<file path="src/rtl/alu_share_arbiter_if.sv">
// Request, shared-ALU and response signals of the four-requester ALU arbiter.
// The slave side connects to the arbiter and the master side to its environment.
interface alu_share_arbiter_if #(
    parameter int unsigned N = 8
);
    logic [3:0]     req_valid;
    logic [3:0]     req_ready;
    logic [15:0]    req_op;
    logic [4*N-1:0] req_a;
    logic [4*N-1:0] req_b;
    logic [N-1:0]   alu_a;
    logic [N-1:0]   alu_b;
    logic [3:0]     alu_sel;
    logic [N-1:0]   alu_y;
    logic           resp_valid;
    logic           resp_ready;
    logic [1:0]     resp_id;
    logic [N-1:0]   resp_data;
    logic           resp_err;
    logic           busy;

    modport slave (
        input  req_valid, req_op, req_a, req_b, alu_y, resp_ready,
        output req_ready, alu_a, alu_b, alu_sel, resp_valid, resp_id, resp_data, resp_err, busy
    );

    modport master (
        output req_valid, req_op, req_a, req_b, alu_y, resp_ready,
        input  req_ready, alu_a, alu_b, alu_sel, resp_valid, resp_id, resp_data, resp_err, busy
    );
endinterface

</file>
<file path="src/rtl/alu_share_arbiter.sv">
// Round-robin arbiter sharing one combinational ALU among four requesters,
// with a single transaction in flight (IDLE -> EXEC -> RESP).
module alu_share_arbiter #(
    parameter int unsigned N = 8
) (
    input  logic                  clk,
    input  logic                  reset,
    alu_share_arbiter_if.slave    bus
);
    typedef enum logic [1:0] {IDLE, EXEC, RESP} state_t;

    state_t       state, state_nx;
    logic [1:0]   last_grant;
    logic [1:0]   lat_id;
    logic [3:0]   lat_op;
    logic [N-1:0] lat_a, lat_b;
    logic [1:0]   resp_id_r;
    logic [N-1:0] resp_data_r;
    logic         resp_err_r;

    logic         found;
    logic [1:0]   winner;
    logic         accept;
    logic         illegal_op;

    logic [3:0]   req_ready_c;
    logic [N-1:0] alu_a_c, alu_b_c;
    logic [3:0]   alu_sel_c;
    logic         resp_valid_c;

    // Rotating search: the requester just after the last grant is looked at first.
    always_comb begin
        logic [1:0] cand;
        found  = 1'b0;
        winner = '0;
        cand   = '0;
        for (int unsigned k = 1; k <= 4; k++) begin
            cand = last_grant + 2'(k);
            if (!found && bus.req_valid[cand]) begin
                found  = 1'b1;
                winner = cand;
            end
        end
    end

    assign accept     = (state == IDLE) && found;
    assign illegal_op = (lat_op > 4'd10);

    always_comb begin
        state_nx     = state;
        req_ready_c  = '0;
        alu_a_c      = '0;
        alu_b_c      = '0;
        alu_sel_c    = '1;
        resp_valid_c = 1'b0;
        unique case (state)
            IDLE: begin
                if (found) begin
                    req_ready_c[winner] = 1'b1;
                    state_nx            = EXEC;
                end
            end
            EXEC: begin
                alu_a_c   = lat_a;
                alu_b_c   = lat_b;
                alu_sel_c = lat_op;
                state_nx  = RESP;
            end
            RESP: begin
                resp_valid_c = 1'b1;
                if (bus.resp_ready) begin
                    state_nx = IDLE;
                end
            end
            default: state_nx = IDLE;
        endcase
    end

    always_ff @(posedge clk) begin
        if (reset) begin
            state       <= IDLE;
            last_grant  <= 2'd3;
            lat_id      <= '0;
            lat_op      <= '0;
            lat_a       <= '0;
            lat_b       <= '0;
            resp_id_r   <= '0;
            resp_data_r <= '0;
            resp_err_r  <= 1'b0;
        end else begin
            state <= state_nx;
            if (accept) begin
                last_grant <= winner;
                lat_id     <= winner;
                lat_op     <= bus.req_op[4*winner +: 4];
                lat_a      <= bus.req_a[N*winner +: N];
                lat_b      <= bus.req_b[N*winner +: N];
            end
            if (state == EXEC) begin
                resp_id_r   <= lat_id;
                resp_err_r  <= illegal_op;
                resp_data_r <= illegal_op ? '0 : bus.alu_y;
            end
        end
    end

    assign bus.req_ready  = req_ready_c;
    assign bus.alu_a      = alu_a_c;
    assign bus.alu_b      = alu_b_c;
    assign bus.alu_sel    = alu_sel_c;
    assign bus.resp_valid = resp_valid_c;
    assign bus.resp_id    = resp_id_r;
    assign bus.resp_data  = resp_data_r;
    assign bus.resp_err   = resp_err_r;
    assign bus.busy       = (state != IDLE);
endmodule

</file>
<file path="src/flat_wrapper.sv">
// flat-port wrapper written by rule: the top's interface ports become plain ports
module alu_share_arbiter_flat 
#(
    parameter int unsigned N = 8
)
  (clk, reset, bus_req_valid, bus_req_op, bus_req_a, bus_req_b, bus_alu_y, bus_resp_ready, bus_req_ready, bus_alu_a, bus_alu_b, bus_alu_sel, bus_resp_valid, bus_resp_id, bus_resp_data, bus_resp_err, bus_busy);
  alu_share_arbiter_if #(.N(N)) bus_i ();
  input  logic clk;
  input  logic reset;
  input wire logic [$bits(bus_i.req_valid)-1:0] bus_req_valid;
  input wire logic [$bits(bus_i.req_op)-1:0] bus_req_op;
  input wire logic [$bits(bus_i.req_a)-1:0] bus_req_a;
  input wire logic [$bits(bus_i.req_b)-1:0] bus_req_b;
  input wire logic [$bits(bus_i.alu_y)-1:0] bus_alu_y;
  input wire logic [$bits(bus_i.resp_ready)-1:0] bus_resp_ready;
  output wire logic [$bits(bus_i.req_ready)-1:0] bus_req_ready;
  output wire logic [$bits(bus_i.alu_a)-1:0] bus_alu_a;
  output wire logic [$bits(bus_i.alu_b)-1:0] bus_alu_b;
  output wire logic [$bits(bus_i.alu_sel)-1:0] bus_alu_sel;
  output wire logic [$bits(bus_i.resp_valid)-1:0] bus_resp_valid;
  output wire logic [$bits(bus_i.resp_id)-1:0] bus_resp_id;
  output wire logic [$bits(bus_i.resp_data)-1:0] bus_resp_data;
  output wire logic [$bits(bus_i.resp_err)-1:0] bus_resp_err;
  output wire logic [$bits(bus_i.busy)-1:0] bus_busy;
  assign bus_i.req_valid = bus_req_valid;
  assign bus_i.req_op = bus_req_op;
  assign bus_i.req_a = bus_req_a;
  assign bus_i.req_b = bus_req_b;
  assign bus_i.alu_y = bus_alu_y;
  assign bus_i.resp_ready = bus_resp_ready;
  assign bus_req_ready = bus_i.req_ready;
  assign bus_alu_a = bus_i.alu_a;
  assign bus_alu_b = bus_i.alu_b;
  assign bus_alu_sel = bus_i.alu_sel;
  assign bus_resp_valid = bus_i.resp_valid;
  assign bus_resp_id = bus_i.resp_id;
  assign bus_resp_data = bus_i.resp_data;
  assign bus_resp_err = bus_i.resp_err;
  assign bus_busy = bus_i.busy;
  alu_share_arbiter #(.N(N)) u_core (.clk(clk), .reset(reset), .bus(bus_i));
endmodule
</file>
<file path="config.mk">
export PLATFORM = sky130hd
export DESIGN_NAME = alu_share_arbiter_flat
export DESIGN_NICKNAME = d
export VERILOG_FILES = /design/src/rtl/alu_share_arbiter_if.sv /design/src/rtl/alu_share_arbiter.sv /design/src/flat_wrapper.sv
export SDC_FILE = /design/constraint.sdc
export NUM_CORES = 1
export LEC_CHECK = 0
export ABC_AREA = 0
export BUFFER_PORTS_ARGS = -buffer_cell sky130_fd_sc_hd__clkbuf_2
export CAP_MARGIN = 30
export CORE_MARGIN = 2
export CORE_UTILIZATION = 40
export CTS_BUF_LIST = sky130_fd_sc_hd__clkbuf_4 sky130_fd_sc_hd__clkbuf_8
export DETAILED_ROUTE_END_ITERATION = 8
export MAX_ROUTING_LAYER = met4
export PLACE_DENSITY = 0.75
export SLEW_MARGIN = 20
export SYNTH_ARGS = -nofsm -noshare
export SYNTH_HDL_FRONTEND = slang
export SYNTH_SLANG_ARGS = --single-unit
</file>
<file path="constraint.sdc">
create_clock -name clk -period 3.55 [get_ports clk]
set_clock_uncertainty 0.15 [all_clocks]
set_input_delay 0.355 -clock clk [delete_from_list [all_inputs] [get_ports clk]]
set_output_delay 0.355 -clock clk [all_outputs]
set_load 0.01 [all_outputs]
</file>
---- Word-level counts from Yosys, hierarchy flattened ----
Cells that the tools add are included.
storage, ports and cells
  register bits ........................... 37
  input bits .............................. 95
  output and inout bits ................... 37
  word-level logic and storage cells ...... 65
cells by class
  add/sub/neg operators ................... 3
  $lt $le $gt $ge ......................... 7
  eq/ne operators ......................... 4
  shift-type cells ........................ 3
  mux-type cells .......................... 28
  reductions and logical operators ........ 11
operators with widths
  kind                                                         number
  indexed part select 32 x 6 -> 8 bit                          2
  2-to-1 mux 8 bit                                             3
  indexed part select 16 x 5 -> 4 bit                          1
  less-than comparator 2 x 3 -> 1 bit (second input constant)  5
  2-to-1 mux 2 bit                                             6
  2-to-1 mux 4 bit                                             3
  2-to-1 mux 1 bit                                             10
  binary-select mux 1 bit (select 2 bit)                       4
  one-hot mux 2 bit (3 select lines)                           1
  logical AND 1 bit                                            5
  adder 2 bit (second input constant)                          2
  greater-than comparator 4 bit (second input constant)        1
  zero test 1 bit                                              3
  adder 2 x 1 -> 2 bit (second input constant)                 1
  demux 1 bit (select 2 bit)                                   1
  == test 2 x 1 -> 1 bit (second input constant)               1
  == test 2 bit (second input constant)                        1
  >= comparator 2 x 1 -> 1 bit (second input constant)         1
  zero test 2 bit                                              1
  != test 2 x 1 -> 1 bit (second input constant)               1
  != test 2 bit (second input constant)                        1
  AND reduction 2 bit                                          1
  nonzero test 2 bit                                           1

---- Longest topological paths before layout ----
Gate-level depths: netlist of the first run.
  depth after elaboration ................. 19
  gate-level depth with buffers ........... 7
  depth with buffers taken out ............ 5

---- Least setup slack after synthesis of the first run ----
OpenSTA, ideal clock, no wires.
  path type ............................... reg2out
  start ................................... reg u_core.state[1]
  end ..................................... out bus_req_ready[3]
  arrival time ............................ 1.334 ns
  required time ........................... 3.045 ns
  setup slack ............................. 1.711 ns
  stages on the path, launching flop included .. 6
  path buffers ............................ 1
  cells stage by stage .................... dfxtp_1 > or2_1 > a21oi_4 > buf_2 > nand2_1 > a21oi_1
between the ends
  longest elaborated chain between the ends .. 2
RTL lines
  element                 RTL line                 source
  from (decl)             alu_share_arbiter.sv:12  state_t state, state_nx;
  from (signal assigned)  alu_share_arbiter.sv:91  state <= state_nx;
  zero test 2 bit         alu_share_arbiter.sv:56  unique case (state)
  2-to-1 mux 4 bit        alu_share_arbiter.sv:56
  to (decl)               flat_wrapper.sv:16       output wire logic [$bits(bus_i.req_ready)-1:0] bus_req_ready;
Every way passes these cells.

---- Worst setup path in the final report of the first run ----
  start ................................... reg u_core.last_grant[0]
  end ..................................... reg u_core.lat_a[4]
between the ends
  longest elaborated chain between the ends .. 14
  elaborated cells between the ends (all ways) .. 27
  those cells by class .................... add/sub (3); shift (1); mux (16); reduce/logical (7)
RTL lines
  element                                                                          RTL line                                          source
  from (decl)                                                                      alu_share_arbiter.sv:13                           logic [1:0] last_grant;
  from (signal assigned)                                                           alu_share_arbiter.sv:93                           last_grant <= winner;
  adder 2 x 1 -> 2 bit                                                             alu_share_arbiter.sv:38                           cand = last_grant + 2'(k);
  binary-select mux 1 bit (select 2 bit)                                           alu_share_arbiter.sv:39                           if (!found && bus.req_valid[cand]) begin
  2-to-1 mux 1 bit (implied by the code)                                           alu_share_arbiter.sv:39
  2-to-1 mux 1 bit                                                                 alu_share_arbiter.sv:39
  zero test 1 bit                                                                  alu_share_arbiter.sv:39
  logical AND 1 bit                                                                alu_share_arbiter.sv:39
  2-to-1 mux 1 bit                                                                 alu_share_arbiter.sv:39
  zero test 1 bit                                                                  alu_share_arbiter.sv:39
  logical AND 1 bit                                                                alu_share_arbiter.sv:39
  2-to-1 mux 1 bit                                                                 alu_share_arbiter.sv:39
  zero test 1 bit                                                                  alu_share_arbiter.sv:39
  logical AND 1 bit                                                                alu_share_arbiter.sv:39
  2-to-1 mux 2 bit / 2-to-1 mux 1 bit (equally long branches)                      alu_share_arbiter.sv:39
  indexed part select 32 x 6 -> 8 bit / logical AND 1 bit (equally long branches)  alu_share_arbiter.sv:96, alu_share_arbiter.sv:46
  to (signal assigned)                                                             alu_share_arbiter.sv:96                           lat_a <= bus.req_a[N*winner +: N];
  to (decl)                                                                        alu_share_arbiter.sv:16                           logic [N-1:0] lat_a, lat_b;
Parallel ways exist; a longest one is shown, timed or not. The select of a mux whose other input is x is not followed.
A chain may end at the register's enable or synchronous reset.

==> results of run 1 <==
==> worst min-delay path by stage <==
stage                                                       to  slack, ps  cells past startpoint
final                     u_core.bus.resp_data[2]$_SDFFE_PP0N_        150                      3
after global routing      u_core.bus.resp_data[2]$_SDFFE_PP0N_        160                      3
after CTS                 u_core.bus.resp_data[2]$_SDFFE_PP0N_        150                      3
after detailed placement    u_core.bus.resp_id[0]$_SDFFE_PP0N_        290                      2
after global placement      u_core.bus.resp_id[1]$_SDFFE_PP0N_        290                      2
after floorplan                  u_core.lat_id[1]$_SDFFE_PP0P_        270                      1
==> power groups by stage <==
stage          clock network [µW]  logic, µW  registers [µW]
2_1_floorplan                   0        300             513
3_3_place_gp                    0        418             516
3_5_place_dp                    0        430             518
4_1_cts                       307        431             509
5_1_grt                       327        482             518
6_report                      299        434             509
==> synthesized netlist by cell type, types with 2 or more instances <==
| cell type | n | share of area (%) |
|---|---|---|
| a211oi_1 | 12 | 4.1 |
| a21o_1 | 2 | 0.68 |
| and2_1 | 17 | 4.8 |
| mux2i_1 | 28 | 13 |
| o21ai_0 | 2 | 0.45 |
| o21ai_1 | 2 | 0.45 |
| nand2b_1 | 8 | 2.3 |
| or2_1 | 2 | 0.56 |
| inv_1 | 13 | 2.2 |
| o31ai_1 | 12 | 4.1 |
| a22oi_1 | 8 | 2.7 |
| nor2_1 | 31 | 5.2 |
| a21oi_1 | 8 | 1.8 |
| a31oi_1 | 12 | 3.4 |
| nand2_1 | 11 | 1.9 |
| o221ai_1 | 8 | 3.2 |
| nor2b_1 | 3 | 0.84 |
| o21ai_2 | 2 | 0.79 |
| buf_2 | 6 | 1.4 |
| clkbuf_1 | 10 | 1.7 |
| dfxtp_1 | 37 | 33 |
| nand3_1 | 8 | 1.8 |
| and4_1 | 12 | 4.7 |
==> per-stage QoR <==
step           total power (µW)  hold WS (ps)
3_3_place_gp                934           291
6_report                   1240           155
5_1_grt                    1330           156
4_1_cts                    1250           153
3_5_place_dp                948           290
2_1_floorplan               813           274
==> cell families (layout without fill, tap and decap cells) <==
| logic type | after synthesis | count (layout) | share of synthesized area (%) |
|---|---|---|---|
| simple gates | 95 | 95 | 23.4 |
| mux | 28 | 28 | 12.6 |
| compound gates | 72 | 72 | 23.6 |
| buf+inv | 32 | 153 | 6.98 |
| flops | 37 | 37 | 33.3 |
==> critical path, cell delays in order (launching register included) <==
cell and delay (ps):
dfxtp_1 450, nor2b_4 80, o21ai_4 440, nand3_2 510
buf_16 340, mux2i_1 130, a211oi_1 230
==> layer usage <==
layer / GRT usage [%] / vias up / wire length [µm] / share of wire (%)
met5: - / - / 0 / 0
met4: 5.96 / 0 / 85 / 1.4
met3: 3.56 / 7 / 376 / 6.2
met2: 34.3 / 97 / 2810 / 47
met1: 25.1 / 1037 / 2760 / 46
li1: - / 1209 / - / -
==> layout by cell type (no fill, tap or decap) <==
cell type and count:
a211oi_1 12, a21o_1 2, a21o_2 1, a21oi_1 8, a21oi_4 1, a22oi_1 8
a31oi_1 12, and2_1 17, and4_1 12, buf_16 1, buf_4 1, clkbuf_2 131
clkbuf_4 1, clkbuf_8 6, dfxtp_1 37, inv_1 13, mux2i_1 28, nand2_1 11
nand2b_1 8, nand3_1 8, nand3_2 1, nor2_1 31, nor2_2 1, nor2b_1 3
nor2b_4 1, o21ai_0 2, o21ai_1 2, o21ai_2 2, o21ai_4 1, o221ai_1 8
o22ai_1 1, o31ai_1 12, or2_1 2
==> area by class of cell <==
cell class / count / area share, %
Multi-Input combinational cell: 195 / 44.4
Sequential cell: 37 / 24.8
Timing Repair Buffer: 133 / 23.1
Clock buffer: 7 / 3.02
Tap cell: 72 / 3.02
Inverter: 13 / 1.63
==> state kept, by name, indices dropped and copies added (netlist names) <==
| signal | count |
|---|---|
| u_core.bus.resp_err | 1 |
| u_core.lat_op | 4 |
| u_core.bus.resp_id | 2 |
| u_core.state | 2 |
| u_core.last_grant | 2 |
| u_core.lat_id | 2 |
| u_core.lat_a | 8 |
| u_core.bus.resp_data | 8 |
| u_core.lat_b | 8 |
==> metrics, run 1 <==
Flop pwr share 41.0%; CTS tree done; routed vias/inst 5.14; CP startpoint kind register; hold wc startpoint bus_alu_y[2]; WP data arrival 2470 ps; hold crit path type primary input to register; post-CTS setup buffer count 0; Clock Power Share 24.1%; Seq/Total Area, Yosys 33.3%; nets 480; Fin Setup TNS 0 ps; Final Cycle Share between 60% and 70%; fraction of power spent switching nets 32.9%; RSZ-0062 raised after global routing no; ANT cells 0; final global-route overflow total 0; Worst Path Max Fanout 26; Num CTS Buffers 5; WL final 6040 µm; Initial Utilization 40.9%; Final WS setup 1120 ps; # IOs 132; worst setup path endpoint u_core.lat_a[4]$_SDFFE_PP0P_; DIE AREA a little over 6000 µm²; Ys Warns 0; vias in the first global route 2230; Die X 78.5 µm; Leak Pwr 0.00150 µW; final instance area around 3000 µm²; hold buffers post-CTS 0; CP Capture Type register; fin. max-slew vios 0; WS Path Type register to register; footprint of the multi-input gates about 1300 µm²; clk_lat worst skew 280 ps; P_sw 408 µW; cts repair resizes 0; Comb pwr share about a third; max_slew headroom roughly 44%; R2R Setup Slk 1120 ps; Detailed Place HPWL 4800 µm; filler instances 534; DRT Pass-1 Iters 6; first-pass GRT wire length 9890 µm; Synth Flop Type dfxtp_1; r2r startpoint u_core.last_grant[0]$_SDFFE_PP1P_; reg2reg path depth 6; Req. time, crit path between 3000 and 4000 ps; placed cell count 449; Final GP Congestion 0.778; Distinct cells, synth 33; Worst-Margin Slew roughly 830 ps; CP startpoint u_core.last_grant[0]$_SDFFE_PP1P_; pwr dens just over 400 nW/µm²; Die H 78.5 µm; Clock Tree Root clkbuf_8; DR iter-0 viols 86; run status finished clean; final core utilization 54.9%; Layout Cells excl Fill between 400 and 500; syn nets around 360; Syn Area/Cell between 8 and 9 µm²; DRC viols 0; Seq. cell area 741 µm²; initial antenna violation count 0; final hold violation count 0; H-tree level count 2; core area 5440 µm²; flops & latches, synth 37; fraction of registers with async set/reset 0%; Max-cap violations 0; Worst-path clk slew 70 ps; Power Internal around 830 µW; clk sink count 37; WL per Instance about 13 µm; via count about 2400; CTS Buffer Depth 2; Place WS 625 ps; Mapped Area 2220 µm²; share of cells above drive strength 1 38.4%; post-layout min period 2430 ps; largest net degree at the start of global routing 30; Max Fclk 0.412 GHz; floorplan row count 27; Post-DP Area 2870 µm²; final setup violation count 0; Peak VDD IR a little under 0.0002 V; Routed Antenna Nets 0; number of port buffers between 100 and 150; Synth Instances ~260; area grow syn2layout 34.4%; number of flops mapped to enable cells by yosys 0; All-Layer GR Usage 20.4%; r2r endpoint u_core.lat_a[4]$_SDFFE_PP0P_
(Power assumes the default switching activity.)
==> inputs of run 2 (changes only) <==
ABC_AREA = 1   (was 0)
PLACE_DENSITY = 0.72   (was 0.75)
clock period = 2.5 ns   (was 3.55 ns; I/O delays follow)
==> metrics, run 2 <==
r2r startpoint u_core.last_grant[0]$_SDFFE_PP1P_; routed vias/inst between 4 and 5; Routed Antenna Nets 0; Synth Instances 452; DRT Pass-1 Iters 4; clk sink count 37; most numerous cell in the Yosys netlist nand2_1; Distinct cells, synth 24; Mapped Area 2600 µm²; Req. time, crit path 2100 ps; hold buffers post-CTS 0; Synth Flop Type dfxtp_1; Die H 84.6 µm; Final GP Congestion around 0.81; filler instances around 700; final global-route overflow total 0; WL per Instance 10.6 µm; first-pass GRT wire length between 10000 and 15000 µm; floorplan row count 29; Num CTS Buffers 5; CP startpoint kind register; WL final 7040 µm; Die X 84.6 µm; commonest non-fill, non-tap cells in the layout clkbuf_2 (132), nand2_1 (103), inv_1 (92); CTS Buffer Depth 2; Max-cap violations 0; fraction of power spent switching nets 51.0%; vias in the first global route 2846; largest family of logic cells by synthesized area simple AND/OR/NAND/NOR gates; Ys Warns 0; area grow syn2layout 34.9%; post-layout min period 2400 ps; WP data arrival 2000 ps; leading cell type in the layout, fill and taps excluded clkbuf_2; Peak VDD IR 0.000899 V; footprint of the multi-input gates 1360 µm²; Worst-path clk slew about 70 ps; CTS tree done; flops & latches, synth 37; initial antenna violation count 0; multiplexer area fraction after synthesis 0%; Seq. cell area between 700 and 800 µm²; number of port buffers 131; clk_lat worst skew 280 ps; fraction of registers with async set/reset 0%; All-Layer GR Usage 19.7%; pwr dens around 1400 nW/µm²; Flop pwr share about 19%; top-area cell type share of the netlist area 28.5%; simple logic cell fraction of the synthesized area 36.9%; via count around 3100; max_slew headroom between 50 and 60%; P_sw 2430 µW; H-tree level count 2; nets 682; Detailed Place HPWL 5510 µm; CP startpoint u_core.last_grant[0]$_SDFFE_PP1P_; number of flops mapped to enable cells by yosys 0; core area 6310 µm²; Comb pwr share 72.2%; hold crit path type primary input to register; ANT cells 0; WS Path Type register to output port; hold wc startpoint bus_alu_y[4]; Leak Pwr 0.00209 µW; largest net degree at the start of global routing 34; # IOs 132; DR iter-0 viols ~130; Clock Tree Root clkbuf_8; final hold violation count 0; Max Fclk 0.417 GHz; Power Internal ~2300 µW; Synth Area in Compound Gates between 10 and 15%; Seq/Total Area, Yosys 28.5%; Worst-Margin Slew 695 ps; Layout Cells excl Fill ~670; DRC viols 0; share of cells above drive strength 1 31.3%; run status finished clean; syn nets 547; Initial Utilization 41.2%; Yosys top cell by area dfxtp_1; final setup violation count 0; fin. max-slew vios 0; final core utilization 55.5%; CP Capture Type output port; Syn Area/Cell around 5.7 µm²; xor and xnor area share after synthesis 0%; Final Cycle Share 95.9%; placed cell count 648; DIE AREA 7160 µm²; dominant cells by area after synthesis dfxtp_1 (29%), nand2_1 (15%), inv_1 (13%); total chip power 4770 µW; top cells by count, synth nand2_1 (103), inv_1 (92), nor2_1 (54), dfxtp_1 (37), a21oi_1 (31); Clock Power Share approximately 8.4%; adder-cell share of the synthesized area 0%; Worst Path Max Fanout 18
==> run 2: cell types whose count changed after synthesis, moves of 17 or more <==
| cell | before | now |
|---|---|---|
| nand4_1 | 0 | 17 |
| and2_1 | 17 | 0 |
| mux2i_1 | 28 | 0 |
| nor2_1 | 31 | 54 |
| o21ai_0 | 2 | 19 |
| o21ai_1 | 2 | 21 |
| inv_1 | 13 | 92 |
| a21oi_1 | 8 | 31 |
| nand2_1 | 11 | 103 |
| nand3_1 | 8 | 29 |
==> run 2: metrics by stage <==
step | area [µm²] | setup slack [ps] | hold slack (ps) | setup TNS (ps)
final | 3500 | 102 | 45.3 | 0
after global routing | 3500 | -24.9 | 51.2 | -72.7
after CTS | 3390 | 3.76 | 31.6 | 0
after detailed placement | 3300 | 63.4 | 306 | 0
after global placement | 3300 | 114 | 302 | 0
after floorplan | 2600 | 417 | 245 | 0
==> run 2: timing repair <==
action                     in CTS  in global routing
setup buffers                   0                  8
pin swaps                       0                  3
gates cloned                    0                  1
hold endpoints to repair        0                  0
setup endpoints to repair       4                 16
gates resized for setup         2                 15
==> run 2: cell type report <==
cell class,instances,area share [%]
clock buffers,6,2.18
clock inverters,2,0.286
inverters,99,10.9
multi-input cells,292,38.7
flip-flops and latches,37,21.3
well taps,77,2.75
repair buffers,151,23.7
repair inverters,1,0.143
==> run 2: power by group through the flow <==
stage                     Combinational [µW]  Clock [µW]  Sequential [µW]
after floorplan                         2490           0              927
after global placement                  3120           0              927
after detailed placement                3190           0              935
after CTS                               3200         417              925
after global routing                    3890         441              946
final                                   3450         401              925
==> run 2: worst paths after layout <==
kind         slack (ps)  depth (start not counted)                                   end
min                  50                          3  u_core.bus.resp_data[4]$_SDFFE_PP0N_
max reg2reg         230                         13          u_core.lat_a[5]$_SDFFE_PP0P_
max                 100                         13                      bus_req_ready[0]
min reg2reg         310                          2  u_core.bus.resp_data[0]$_SDFFE_PP0N_
==> run 2: metal layers <==
| layer | global-route usage [%] | wire, µm | vias to the layer above |
|---|---|---|---|
| met5 | - | 0 | - |
| met4 | 3.75 | 29 | 0 |
| met3 | 3.54 | 406 | 4 |
| met2 | 34.6 | 3470 | 110 |
| met1 | 23.6 | 3140 | 1360 |
| li1 | - | - | 1652 |
==> run 2: logic make-up (layout without fill, tap and decap cells) <==
family / after synthesis / in the layout
AND/OR/NAND/NOR: 218 / 218
buffers and inverters: 123 / 259
flip-flops: 37 / 37
AO/OA/AOI/OAI: 74 / 74
==> run 2: worst max-delay path: stages (launching register included) <==
cell	delay [ps]
dfxtp_4	370
clkbuf_2	140
nand2_1	60
nand2_1	70
nand2_1	100
nand2_2	80
nor2_4	150
nand3_4	120
buf_12	170
nand2_4	80
clkinv_4	80
nand2_1	90
nor2_1	50
clkbuf_2	120
